<file path="config.mk">
export PLATFORM = sky130hd
export DESIGN_NAME = pool_engine_arbiter
export DESIGN_NICKNAME = d
export VERILOG_FILES = /design/src/rtl/pool_engine_arbiter.sv
export SDC_FILE = /design/constraint.sdc
export NUM_CORES = 1
export LEC_CHECK = 0
export BUFFER_PORTS_ARGS = -buffer_cell sky130_fd_sc_hd__clkbuf_2
export CAP_MARGIN = 20
export CORE_ASPECT_RATIO = 1.25
export CORE_MARGIN = 5
export CORE_UTILIZATION = 55
export CTS_CLUSTER_DIAMETER = 40
export DETAILED_ROUTE_END_ITERATION = 10
export PLACE_DENSITY = 0.87
export SLEW_MARGIN = 15
export SYNTH_ARGS = -nofsm -noshare
export SYNTH_HDL_FRONTEND = slang
export SYNTH_SLANG_ARGS = --single-unit
export TNS_END_PERCENT = 5
</file>
<file path="constraint.sdc">
create_clock -name clk -period 3.8 [get_ports clk]
set_input_delay 0.76 -clock clk [delete_from_list [all_inputs] [get_ports clk]]
set_output_delay 0.76 -clock clk [all_outputs]
set_load 0.01 [all_outputs]
</file>
<file path="src/rtl/pool_engine_arbiter.sv">
// Round-robin arbiter/sequencer sharing one max-pooling engine among NUM_REQ requesters.
// Grants, pulses the engine enable, and returns done/err on the engine's done-flag rising edge or on timeout.
module pool_engine_arbiter #(
    parameter int NUM_REQ = 4,
    parameter int TIMEOUT = 1024,
    parameter int SEL_W   = $clog2(NUM_REQ)
) (
    input  logic               clk,
    input  logic               reset,
    input  logic [NUM_REQ-1:0] req,
    output logic [NUM_REQ-1:0] grant,
    output logic [SEL_W-1:0]   sel,
    output logic               busy,
    output logic               pool_enable,
    input  logic               pool_done,
    output logic [NUM_REQ-1:0] done,
    output logic               err
);

    localparam int TW = $clog2(TIMEOUT) + 1;

    localparam logic [2:0] S_IDLE  = 3'd0;
    localparam logic [2:0] S_GRANT = 3'd1;
    localparam logic [2:0] S_START = 3'd2;
    localparam logic [2:0] S_WAIT  = 3'd3;
    localparam logic [2:0] S_DONE  = 3'd4;

    localparam logic [SEL_W-1:0] LAST_IDX = SEL_W'(NUM_REQ - 1);
    localparam logic [TW-1:0]    T_LAST   = TW'(TIMEOUT - 1);
    localparam logic [TW-1:0]    T_MAX    = '1;

    logic [2:0]         state_q, state_d;
    logic [NUM_REQ-1:0] grant_q, grant_d;
    logic [SEL_W-1:0]   sel_q, sel_d;
    logic [SEL_W-1:0]   ptr_q, ptr_d;
    logic               busy_q, busy_d;
    logic               pool_enable_q, pool_enable_d;
    logic [NUM_REQ-1:0] done_q, done_d;
    logic               err_q, err_d;
    logic [TW-1:0]      timer_q, timer_d;
    logic               pd_q, pd_d;

    logic               rise;
    logic               pick_vld;
    logic [SEL_W-1:0]   pick_idx;
    logic [SEL_W:0]     cand;

    assign rise = pool_done & ~pd_q;

    // First set request at or above ptr, wrapping; cand is one bit wider so ptr+i cannot overflow.
    always_comb begin
        pick_vld = 1'b0;
        pick_idx = '0;
        cand     = '0;
        for (int i = 0; i < NUM_REQ; i++) begin
            cand = {1'b0, ptr_q} + (SEL_W+1)'(i);
            if (cand >= (SEL_W+1)'(NUM_REQ))
                cand = cand - (SEL_W+1)'(NUM_REQ);
            if (!pick_vld && req[cand[SEL_W-1:0]]) begin
                pick_vld = 1'b1;
                pick_idx = cand[SEL_W-1:0];
            end
        end
    end

    always_comb begin
        state_d       = state_q;
        grant_d       = grant_q;
        sel_d         = sel_q;
        ptr_d         = ptr_q;
        timer_d       = timer_q;
        pool_enable_d = 1'b0;
        done_d        = '0;
        err_d         = 1'b0;
        pd_d          = pool_done;
        unique case (state_q)
            S_IDLE: begin
                if (pick_vld) begin
                    sel_d             = pick_idx;
                    grant_d           = '0;
                    grant_d[pick_idx] = 1'b1;
                    ptr_d             = (pick_idx == LAST_IDX) ? '0 : pick_idx + SEL_W'(1);
                    state_d           = S_GRANT;
                end
            end
            S_GRANT: begin
                pool_enable_d = 1'b1;
                state_d       = S_START;
            end
            S_START: begin
                timer_d = '0;
                state_d = S_WAIT;
            end
            S_WAIT: begin
                if (rise) begin
                    done_d[sel_q] = 1'b1;
                    grant_d       = '0;
                    state_d       = S_DONE;
                end else if (timer_q == T_LAST) begin
                    done_d[sel_q] = 1'b1;
                    err_d         = 1'b1;
                    grant_d       = '0;
                    state_d       = S_DONE;
                end else if (timer_q != T_MAX) begin
                    timer_d = timer_q + TW'(1);
                end
            end
            S_DONE: begin
                state_d = S_IDLE;
            end
            default: begin
                state_d = S_IDLE;
                grant_d = '0;
            end
        endcase
        busy_d = (state_d != S_IDLE);
    end

    always_ff @(posedge clk or posedge reset) begin
        if (reset) begin
            state_q       <= S_IDLE;
            grant_q       <= '0;
            sel_q         <= '0;
            ptr_q         <= '0;
            busy_q        <= 1'b0;
            pool_enable_q <= 1'b0;
            done_q        <= '0;
            err_q         <= 1'b0;
            timer_q       <= '0;
            pd_q          <= 1'b0;
        end else begin
            state_q       <= state_d;
            grant_q       <= grant_d;
            sel_q         <= sel_d;
            ptr_q         <= ptr_d;
            busy_q        <= busy_d;
            pool_enable_q <= pool_enable_d;
            done_q        <= done_d;
            err_q         <= err_d;
            timer_q       <= timer_d;
            pd_q          <= pd_d;
        end
    end

    assign grant       = grant_q;
    assign sel         = sel_q;
    assign busy        = busy_q;
    assign pool_enable = pool_enable_q;
    assign done        = done_q;
    assign err         = err_q;

endmodule

</file>
==> flow_summary.rst <==
.. list-table::
   :header-rows: 1

   * - Metric
     - Value
   * - Per-instance average area after synthesis
     - 9.98 µm²
   * - Biggest area consumer among synthesized cells
     - dfrtp_1
   * - Proportion of synthesized chip area in sequential cells
     - 0.505
   * - Clock transition at path regs
     - 0.09 ns
   * - Initial antenna violation count
     - 0
   * - Status
     - finished clean
   * - Worst-case headroom to the max-slew limit
     - 0.311
   * - Most frequent cells after synthesis
     - dfrtp_1, inv_1, a21oi_1
   * - DR vias
     - 1,188
   * - Largest net degree at the start of global routing
     - 31
   * - Die outline area
     - 3850 µm²
   * - Relative area change from synthesis to final layout
     - 12.1%
   * - Placeable core region
     - 2630 µm²
   * - Cells along the critical path
     - clkbuf_2 > a22o_1 > a221oi_1 > nor2b_1 > ha_1 > mux2_2
   * - Drt total wl
     - 3080 µm
   * - NumNets Final
     - 183
   * - Area fraction of the dominant cell type after synthesis
     - 0.505
   * - Critical path buffer and inverter count
     - 1
   * - Max-cap violations
     - 0
   * - Placement row count
     - 21
   * - Number of gates resized after cts
     - 0
   * - Net switching share of the total power
     - 0.386
   * - Required time worst endpoint
     - 4.02 ns
   * - Max Clock Skew
     - ~0.0058 ns
   * - Port-buffer cells
     - 19
   * - Post-synthesis instance area
     - 1490 µm²
   * - Unrepaired setup endpoints after global routing
     - no
   * - Main synth FF type
     - dfrtp_1
   * - Number of distinct library cells after synthesis
     - 35
   * - Clk root buf
     - clkbuf_4
   * - Final setup violation count
     - 0
   * - Congestion Overflow GR
     - 0
   * - All-layer global routing usage
     - 0.179
   * - Worst-Margin Slew
     - ~1.0 ns
   * - YS warnings
     - 0
   * - Data arrival time of the worst path
     - approximately 2.4 ns
   * - Slowest library cell on the worst path
     - a221oi_1
   * - Nature of the critical path startpoint
     - input port
   * - NetSw
     - 0.407 mW
   * - Initial DRC Count
     - 30
   * - IR drop worst, VDD
     - approximately 0.35 mV
   * - Kind of capture point of the worst setup path
     - flop
   * - Via density per instance
     - just under 6
   * - Postcts setup bufs
     - 0
   * - Worst slack, placed
     - 1.34 ns
   * - Max Slew Vio Count
     - 0
   * - Die Y
     - 68.1 µm
   * - Sequential share of power
     - 0.444
   * - Clock latency reported for the late side of the worst-skew pair
     - approximately 0.33 ns
   * - Horiz. Die Dim
     - ~57 µm
   * - Top delay family on crit path
     - compound AO/OA/AOI/OAI gates
   * - Final setup slack of the worst path
     - 1.65 ns
   * - Combinational power share
     - 0.369
   * - Finished Core Util
     - 0.634
   * - Number of global-route vias before repair
     - 1,196
   * - Global-route wire length before repair
     - 5090 µm
   * - Count of hold-fix buffers inserted at cts
     - 0
   * - H-tree levels
     - 2
   * - Global placer's final weighted congestion
     - 0.748
   * - Fillers
     - 242
   * - Half-perimeter wire length after placement
     - 2300 µm
   * - Worst stage delay on the critical path
     - 0.45 ns
   * - Total negative setup slack
     - 0 ns
   * - Final Hold Violating Endpoints
     - 0
   * - Routed WL per cell
     - 14.9 µm
   * - Portion of the clock cycle consumed by the worst path in the final layout
     - 0.565
   * - Detailed Routing Iterations Pass 1
     - 4
   * - Residual antenna-violating net count after detailed routing
     - 0
   * - Initial Util
     - 0.566
   * - Boundary pin count
     - 20
   * - Peak fanout along the critical path
     - 4
   * - CTS tree
     - done
   * - Internal power of the cells
     - 0.648 mW
   * - Leak pwr
     - 0.784 nW
   * - DRC violation count after routing
     - 0
   * - Most repeated cell in the gate-level netlist after synthesis
     - dfrtp_1
   * - Top area cells in the synthesized netlist
     - dfrtp_1, a21oi_1, ha_1, inv_1, o31ai_1
   * - Power density over cell area
     - ~630 nW/µm²
   * - Fraction of final layout cells with drive strength greater than 1
     - 0.198
   * - Number of sinks on the clock net
     - 30
   * - Antenna diode count
     - 0
   * - Final critical-path required period
     - 2.15 ns
   * - Number of CTS-inserted buffers
     - 5
   * - Fmax
     - 0.466 GHz
   * - Worst setup path category
     - input port to flop
   * - Hold WC Path Type
     - input port to async pin
   * - Total nets after synthesis
     - 161
   * - Part of the power in the clock network
     - 0.187
   * - Maximum count of clock buffers along a single path
     - 2
   * - Number of enable flip-flop cells after synthesis
     - 0
   * - Share of synthesized flip-flops with an asynchronous set or reset
     - 1.00
   * - Register bit total from synthesis
     - 30
   * - Mapped Cells
     - 149
layout make-up:
| class | count | area [µm²] | share of cell area |
|---|---|---|---|
| Inverter | 15 | 56.3 | 0.0338 |
| Multi-Input combinational cell | 100 | 662 | 0.397 |
| Sequential cell | 30 | 751 | 0.450 |
| Clock inverter | 1 | 5.00 | 0.00300 |
| Timing Repair Buffer | 19 | 95.1 | 0.0571 |
| Tap cell | 34 | 42.5 | 0.0255 |
| Clock buffer | 7 | 55.1 | 0.0330 |
per-stage QoR:
step / power [mW] / instances / hold WS (ns) / instance area [µm²]
final: 1.05 / 206 / 0.482 / 1670
after global routing: 1.14 / 206 / 0.520 / 1670
after CTS: 1.07 / 206 / 0.515 / 1670
after detailed placement: 0.868 / 198 / 0.502 / 1610
after global placement: 0.833 / 198 / 0.478 / 1610
after floorplan: 0.750 / 149 / 0.454 / 1490
sequential cells by signal, summed over array words and instances (netlist names):
register and count:
done 4, err 1, sel 2, ptr_q 2, pd_q 1, timer_q 11, busy 1, state_q 3
pool_enable 1, grant 4
per-layer routing:
layer	up-vias	wire (µm)	global-route usage	share of wire
met5	-	0	0	0
met4	0	93	0.110	0.030
met3	8	113	0.0566	0.037
met2	18	1760	0.340	0.57
met1	587	1110	0.166	0.36
li1	575	-	-	-
layout by cell type (no fill, tap or decap), types with 2 or more instances in the layout:
cell / instances
or3_1: 2
dfrtp_1: 30
nand2b_1: 5
nand3_1: 4
nor2b_1: 2
mux2i_1: 5
o31ai_1: 7
nor3b_1: 2
ha_1: 5
nor4_1: 2
a21oi_1: 13
or4_1: 6
o21ai_0: 6
and3_1: 2
nor3_1: 4
inv_1: 14
nand2_1: 11
nor2_1: 5
clkbuf_4: 5
nand4_1: 2
clkbuf_2: 19
mux2_2: 3
and2_1: 2
final timing paths:
kind	end	cells past startpoint	start	slack, ns
worst max-delay path	ptr_q[1]$_DFFE_PP0P_	6	req[2]	1.65
worst min-delay path	timer_q[9]$_DFFE_PP0P_	2	reset	0.48
worst max register to register	timer_q[0]$_DFFE_PP0P_	5	timer_q[0]$_DFFE_PP0P_	1.67
worst min register to register	done[1]$_DFF_PP0_	1	sel[1]$_DFFE_PP0P_	0.52
max in group asynchronous	timer_q[4]$_DFFE_PP0P_	2	reset	2.90
min in group clk	done[1]$_DFF_PP0_	1	sel[1]$_DFFE_PP0P_	0.52
power groups by stage:
stage / Sequential [mW] / Combinational (mW) / Clock, mW
after detailed placement: 0.474 / 0.393 / 0
after floorplan: 0.471 / 0.279 / 0
final: 0.469 / 0.389 / 0.197
after global routing: 0.483 / 0.438 / 0.220
after CTS: 0.468 / 0.395 / 0.208
after global placement: 0.468 / 0.366 / 0
cell families after synthesis:
group | count (synthesis) | share of synthesized area
multiplexers | 8 | 0.0564
AO/OA/AOI/OAI | 32 | 0.132
AND/OR/NAND/NOR | 55 | 0.215
adder cells (fa/ha/maj) | 5 | 0.0421
flip-flops | 30 | 0.505
buffers and inverters | 19 | 0.0497
Power figures use the tool's default switching activity.
